==> config.mk <==
export PLATFORM = sky130hd
export DESIGN_NAME = sd_clk_divider
export DESIGN_NICKNAME = d
export VERILOG_FILES = /design/src/rtl/sd_clk_divider.sv
export SDC_FILE = /design/constraint.sdc
export NUM_CORES = 1
export LEC_CHECK = 0
export BUFFER_PORTS_ARGS = -buffer_cell sky130_fd_sc_hd__buf_2
export CORE_AREA = 2 2 103 105
export CTS_BUF_LIST = sky130_fd_sc_hd__clkbuf_8
export DETAILED_ROUTE_END_ITERATION = 8
export DIE_AREA = 0 0 105 107
export MAX_ROUTING_LAYER = met4
export PLACE_DENSITY = 0.77
export SLEW_MARGIN = 30
export SYNTH_ARGS = -nofsm -noshare
export SYNTH_HDL_FRONTEND = slang
export SYNTH_SLANG_ARGS = --single-unit
export TNS_END_PERCENT = 1
==> constraint.sdc <==
create_clock -name clk -period 6.03 [get_ports clk]
set_input_delay 0 -clock clk [delete_from_list [all_inputs] [get_ports clk]]
set_output_delay 0 -clock clk [all_outputs]
set_load 0.01 [all_outputs]
==> src/rtl/sd_clk_divider.sv <==
// SD card clock generator: divides clk by a programmable period count, with
// glitch-free count changes at period boundaries and clean start/stop (parks low).
module sd_clk_divider #(
   parameter int          WIDTH         = 16,
   parameter int unsigned DEFAULT_COUNT = 125
) (
   input  logic             clk,
   input  logic             reset,
   input  logic             load,
   input  logic [WIDTH-1:0] count,
   input  logic             enable,
   output logic             sd_clk,
   output logic             rise_stb,
   output logic             fall_stb,
   output logic             running,
   output logic             cfg_err
);

   typedef enum logic [1:0] {
      IDLE = 2'd0,
      HIGH = 2'd1,
      LOW  = 2'd2
   } state_t;

   state_t           state, state_nxt;
   logic [WIDTH-1:0] counter, counter_nxt;
   logic [WIDTH-1:0] active_n, active_n_nxt;
   logic [WIDTH-1:0] pend_n;
   logic             pend, pend_nxt;
   logic             sd_clk_nxt, rise_nxt, fall_nxt, running_nxt, cfg_err_nxt;

   logic             load_ok;
   logic             low_end;
   logic             pend_set;
   logic [WIDTH-1:0] boundary_n;

   // A period of 1 cannot be split into two phases, so it runs as 2.
   function automatic logic [WIDTH-1:0] norm_n(input logic [WIDTH-1:0] n);
      return (n < WIDTH'(2)) ? WIDTH'(2) : n;
   endfunction

   function automatic logic [WIDTH-1:0] low_len(input logic [WIDTH-1:0] n);
      return norm_n(n) >> 1;
   endfunction

   function automatic logic [WIDTH-1:0] high_len(input logic [WIDTH-1:0] n);
      return norm_n(n) - low_len(n);
   endfunction

   assign load_ok  = load && (count != '0);
   assign low_end  = (state == LOW) && (counter == '0);
   assign pend_set = load_ok && (state != IDLE) && !low_end;

   // Count for the period that starts at a LOW boundary: a same-cycle load
   // beats a pending one, which beats the current value.
   assign boundary_n = load_ok ? count : (pend ? pend_n : active_n);

   always_comb begin
      state_nxt    = state;
      counter_nxt  = counter;
      active_n_nxt = active_n;
      pend_nxt     = pend;
      sd_clk_nxt   = sd_clk;
      rise_nxt     = 1'b0;
      fall_nxt     = 1'b0;
      running_nxt  = running;
      cfg_err_nxt  = cfg_err;

      if (load) begin
         cfg_err_nxt = (count == '0);
      end
      if (pend_set) begin
         pend_nxt = 1'b1;
      end

      case (state)
         IDLE: begin
            sd_clk_nxt  = 1'b0;
            running_nxt = 1'b0;
            if (load_ok) begin
               active_n_nxt = count;
            end
            if (enable) begin
               state_nxt   = HIGH;
               sd_clk_nxt  = 1'b1;
               rise_nxt    = 1'b1;
               running_nxt = 1'b1;
               counter_nxt = high_len(load_ok ? count : active_n) - WIDTH'(1);
            end
         end

         // enable is deliberately ignored here so a high phase always completes
         HIGH: begin
            if (counter != '0) begin
               counter_nxt = counter - WIDTH'(1);
            end else begin
               state_nxt   = LOW;
               sd_clk_nxt  = 1'b0;
               fall_nxt    = 1'b1;
               counter_nxt = low_len(active_n) - WIDTH'(1);
            end
         end

         LOW: begin
            if (counter != '0) begin
               counter_nxt = counter - WIDTH'(1);
            end else begin
               active_n_nxt = boundary_n;
               pend_nxt     = 1'b0;
               if (enable) begin
                  state_nxt   = HIGH;
                  sd_clk_nxt  = 1'b1;
                  rise_nxt    = 1'b1;
                  counter_nxt = high_len(boundary_n) - WIDTH'(1);
               end else begin
                  state_nxt   = IDLE;
                  running_nxt = 1'b0;
                  counter_nxt = '0;
               end
            end
         end

         default: begin
            state_nxt   = IDLE;
            sd_clk_nxt  = 1'b0;
            running_nxt = 1'b0;
            counter_nxt = '0;
         end
      endcase
   end

   always_ff @(posedge clk or negedge reset) begin
      if (!reset) begin
         state    <= IDLE;
         counter  <= '0;
         active_n <= WIDTH'(DEFAULT_COUNT);
         pend     <= 1'b0;
         sd_clk   <= 1'b0;
         rise_stb <= 1'b0;
         fall_stb <= 1'b0;
         running  <= 1'b0;
         cfg_err  <= 1'b0;
      end else begin
         state    <= state_nxt;
         counter  <= counter_nxt;
         active_n <= active_n_nxt;
         pend     <= pend_nxt;
         sd_clk   <= sd_clk_nxt;
         rise_stb <= rise_nxt;
         fall_stb <= fall_nxt;
         running  <= running_nxt;
         cfg_err  <= cfg_err_nxt;
      end
   end

   // Pending count is only meaningful while pend is set, so it needs no reset.
   always_ff @(posedge clk) begin
      if (pend_set) begin
         pend_n <= count;
      end
   end

endmodule

==> After elaboration in Yosys (flattened, before gate mapping) <==
Cells that the tools add are included.
{ "word_totals": {"reg_bits": 56, "out_inout_bits": 5} }
{ "classes": {"add_sub_neg": 6, "order_cmp": 3, "eq_ne": 7, "n_mux": 33, "n_bitwise": 1, "reduce_logical": 16} }
{ "op_table": {"columns": ["op", "count"], "rows": [
  ["$mux 16", 11],
  ["$lt 16x2->1 const B", 3],
  ["$pmux 16 s3", 1],
  ["$sub 16x1->16 const B", 3],
  ["$logic_not 16->1", 2],
  ["$pmux 16 s2", 1],
  ["$reduce_bool 16->1", 2],
  ["$sub 16x15->16", 2],
  ["$sub 15x1->16 const B", 1],
  ["$mux 1", 13],
  ["$ne 2x2->1 const B", 5],
  ["$reduce_and 3->1", 3],
  ["$mux 2", 3],
  ["$pmux 1 s3", 2],
  ["$pmux 2 s3", 1],
  ["$logic_and 1x1->1", 4],
  ["$reduce_bool 2->1", 2],
  ["$eq 2x1->1 const B", 1],
  ["$eq 2x2->1 const B", 1],
  ["$logic_not 2->1", 1],
  ["$pmux 1 s2", 1],
  ["$reduce_and 2->1", 1],
  ["$logic_not 1->1", 1],
  ["$not 1->1", 1]
]} }

==> Depth between registers and ports, before layout <==
{ "logic_depth": {"depth_word": 10, "ltp_mapped": 23, "depth_no_buf": 21} }

==> Worst setup path after synthesis <==
Ideal clock, no wire load.
{ "synth_path": {"kind": "in2reg", "start": "in count[9]", "end": "reg counter[14]", "setup_time_ns": 0.087, "arrival_ns": 4.295, "slack_ns": 1.648, "stages": 20, "n_path_buf": 2, "cell_sequence": "or4_4 -> o31a_1 -> buf_6 -> buf_12 -> mux2i_4 -> ha_1 -> nand3_1 -> or4_1 -> o21ai_1 -> a221o_1 -> inv_1 -> ha_1 -> fa_1 -> a211o_1 -> a21oi_1 -> o21ai_1 -> a31o_2 -> a2111oi_0 -> o21ai_0 -> o211ai_1"} }
{ "synth_between": {"elab_chain_cells": 10} }
{ "synth_rtl": {"columns": ["element", "line_no", "text"], "rows": [
  ["start: declaration", "10", "input logic [WIDTH-1:0] count,"],
  ["$reduce_bool 16->1", "50", "assign load_ok = load && (count != '0);"],
  ["$logic_and 1x1->1", "50", null],
  ["$mux 16", "56", "assign boundary_n = load_ok ? count : (pend ? pend_n : active_n);"],
  ["$lt 16x2->1", "39", "return (n < WIDTH'(2)) ? WIDTH'(2) : n;"],
  ["$mux 16", "39", null],
  ["$sub 16x15->16", "47", "return norm_n(n) - low_len(n);"],
  ["$sub 16x1->16", "114", "counter_nxt = high_len(boundary_n) - WIDTH'(1);"],
  ["$mux 16", "110", "if (enable) begin"],
  ["$mux 16", "105", "if (counter != '0) begin"],
  ["$pmux 16 s3 *", "76", "case (state)"],
  ["end signal: assignment", "145", "counter <= counter_nxt;"],
  ["end: declaration", "26", "logic [WIDTH-1:0] counter, counter_nxt;"]
]} }
Mark *: on every way between the ends. The rest lies on a longest branch, timed or not. The select of a mux whose other input is x is not followed.
A chain may end at the register's enable or synchronous reset.

==> Worst setup path after layout <==
Ends and elaborated chain as after synthesis.

==> impl_metrics.json <==
{
  "antenna_left": 0,
  "yosys_warnings": 0,
  "grt_max_degree": 41,
  "powerDensity_mw_per_mm2": 401.0,
  "cts.clk_slew.worst_paths_ns": 0.11,
  "crit_required_ns": 6.29,
  "maxCapViolCount": 0,
  "n_antenna_cell": 0,
  "core_area_mm2": 0.01009,
  "io_buffers": 24,
  "cts-root-buf": "clkbuf_8",
  "p_leak_nw": 2.558,
  "ctsLongestPathBuffers": 2,
  "antenna_found_initial": 0,
  "rrSetupSlack_ns": 1.35,
  "outcome": "complete, no violations",
  "wl_um": 17030,
  "rsz0062_at_grt": "false",
  "r2r_cells": 18,
  "hold_end": "cfg_err$_DFFE_PN0P_",
  "r2r_start": "pend$_DFF_PN0_",
  "holdPathStages": 3,
  "post-route-drc-count": 0,
  "start_kind": "primary input",
  "routed-via-count": 5218,
  "cts_max_level": 2,
  "ys.flop_type": "dfrtp_1",
  "cp.arrival_ns": 5.68,
  "place_congestion": 1.068,
  "reg2reg_to": "counter[12]$_DFFE_PN0N_",
  "detail_route.wl_per_cell_um": 21.28,
  "via_per_inst": 6.523,
  "grt_pass1_vias": 5052,
  "cts.sinks": 56,
  "fin_skew_ns": 0.01127,
  "ys_seq_area_frac": 0.2750,
  "drive_gt1_frac": 0.1280,
  "synth-edff-count": 16,
  "hold_viol_final": 0,
  "fin_crit_ns": 5.420,
  "hold_class": "primary input to register",
  "die_area_mm2": 0.01124,
  "hp-start": "load",
  "period_share": 0.8988,
  "cp-end-kind": "register",
  "drt_iter0_drc": 440,
  "setup_tns_ns": 0,
  "clk_latency_ns": 0.33,
  "nets": 720,
  "dp_slack_ns": 0.9594,
  "slew_headroom": 0.4082,
  "power_mw": 2.351,
  "slew_violations": 0,
  "synth_nets": 700,
  "synthDistinctLibCells": 72,
  "syn_area_per_cell_um2": 8.422,
  "start_util": 0.5366,
  "rows": 37,
  "cts_buffers": 5,
  "timing.fmax_ghz": 0.1845,
  "hpwlAfterDp_um": 12900,
  "io_pins": 25,
  "fin_ws_ns": 0.6100,
  "grt_pass1_wl_um": 27100,
  "synth_async_sr_flop_share": 0.7143,
  "finalSetupViolCount": 0,
  "die_w_um": 105,
  "ir_drop_mv": 0.2657,
  "first_pass_iters": 6,
  "fin_util": 0.5811,
  "synth-seq-cells": 56,
  "area_growth_pct": 8.295,
  "cts_tree": "yes",
  "die_height_um": 107,
  "crit_type": "primary input to register",
  "syn-cell-area_mm2": 0.005415,
  "track_usage": 0.3200,
  "syn_inst": 643,
  "critPathMaxFanout": 8,
  "gr-total-overflow": 0,
  "worst_pin_slew_ns": 0.8844
}
==> critical path: stages <==
cell and delay (ns):
dlygate4sd3_1 0.54, buf_2 0.15, or4_4 0.57, o31a_2 0.48
mux2i_1 0.37, ha_1 0.24, nor4b_1 0.23, nand4_1 0.14
o21ai_1 0.35, a221o_1 0.26, inv_1 0.07, ha_1 0.22
fa_1 0.43, a211o_1 0.30, a21oi_1 0.17, o21ai_1 0.17
a31o_2 0.30, a2111oi_0 0.47, o21ai_0 0.13, o211ai_1 0.09
==> cell usage after synthesis (3+ instances only) <==
cell type	count	area, µm²
nand2_1	56	210.2
a21oi_1	48	240.2
nor2_1	42	157.7
inv_1	39	146.4
ha_1	35	437.9
dfrtp_1	34	850.8
o21ai_0	27	135.1
mux2i_1	25	250.2
o21ai_1	24	120.1
clkbuf_1	22	82.58
xor2_1	22	192.7
nor3_1	20	100.1
xnor2_1	19	166.4
edfxtp_1	16	480.5
o22ai_1	16	100.1
nor4_1	13	81.33
mux2_2	12	135.1
nand3_1	11	55.05
and2_1	10	62.56
a21o_1	9	67.56
a21oi_2	8	70.07
nand4_1	7	43.79
a211oi_1	6	45.04
buf_2	6	30.03
dfstp_2	6	157.7
nor2_4	6	67.56
a22o_1	5	43.79
a22oi_1	5	37.54
a31oi_1	5	31.28
and3_1	5	31.28
nor4b_1	5	43.79
o211ai_1	5	37.54
o21bai_1	5	37.54
or3_1	5	31.28
nor2b_1	4	25.02
a221oi_1	3	26.28
a311oi_1	3	26.28
a31o_2	3	26.28
and4_1	3	26.28
o21a_1	3	22.52
==> cells in the final DEF (no fill, tap or decap), types with 6 or more instances in the layout <==
cell,synthesis,layout
inv_1,39,40
dfstp_2,6,6
nand2_1,56,56
ha_1,35,35
o22ai_1,16,16
a21o_1,9,9
buf_2,6,23
o21ai_1,24,24
a21oi_2,8,8
dfrtp_1,34,34
edfxtp_1,16,16
nor2_4,6,6
xnor2_1,19,19
a21oi_1,48,48
nand3_1,11,11
nand4_1,7,7
nor2_1,42,42
and2_1,10,10
mux2i_1,25,25
xor2_1,22,22
mux2_2,12,12
nor4_1,13,13
dlygate4sd3_1,0,17
nor3_1,20,20
o21ai_0,27,27
a211oi_1,6,6
==> power by group <==
group          switching, mW  internal (mW)  total (mW)
clock network          0.139          0.124       0.263
registers              0.228          0.533       0.761
logic                  0.772          0.556        1.33
total                   1.14           1.21        2.35
==> logic make-up (layout without fill, tap and decap cells) <==
group	count (synthesis)	in the layout	share of synthesized area
AND/OR/NAND/NOR	203	203	0.1987
AO/OA/AOI/OAI	195	195	0.2334
buffers and inverters	71	92	0.05638
flip-flops	56	56	0.2750
XOR/XNOR	41	41	0.06631
multiplexers	40	40	0.08202
adder cells (fa/ha/maj)	37	37	0.08826
==> flip-flops by register name, summed over array words and instances (netlist names) <==
signal,count
counter,16
active_n,16
running,1
pend_n,16
sd_clk,1
fall_stb,1
state,2
pend,1
rise_stb,1
cfg_err,1
==> area by class of cell <==
type                    count  area [µm²]
fillers                   970        4228
multi-input cells         516        3625
flip-flops and latches     56        1489
repair buffers             45       322.8
well taps                 136       170.2
inverters                  39       146.4
clock buffers               5       68.82
clock inverters             3       42.54
==> what timing repair did <==
item | CTS | global route
endpoints found under the hold margin | 50 | 0
hold buffers | 17 | 0
buffers inserted | 0 | 0
endpoints found under the setup margin | 0 | 0
gates resized for setup | 0 | 0
==> through the flow <==
stage / hold slack, ns / cells / instance area, µm²
2_1_floorplan: -0.2956 / 643 / 5415
3_3_place_gp: 0.2146 / 775 / 5578
3_5_place_dp: 0.03889 / 775 / 5580
4_1_cts: 0.04764 / 800 / 5862
5_1_grt: 0.06638 / 800 / 5864
6_report: 0.05718 / 800 / 5864
==> layer usage <==
metal	share of wire	GRT usage	wire length, µm
met5	0	-	0
met4	0.041	0.1352	690
met3	0.081	0.04438	1382
met2	0.46	0.5107	7890
met1	0.41	0.4103	7063
==> worst max path at each step <==
stage / to / from
floorplan: counter[14]$_DFFE_PN0N_ / count[9]
global placement: counter[14]$_DFFE_PN0N_ / count[9]
CTS: counter[12]$_DFFE_PN0N_ / count[9]
detailed placement: counter[12]$_DFFE_PN0N_ / count[9]
finish: counter[14]$_DFFE_PN0N_ / count[9]
global route: counter[14]$_DFFE_PN0N_ / count[9]
(Power assumes the default switching activity.)
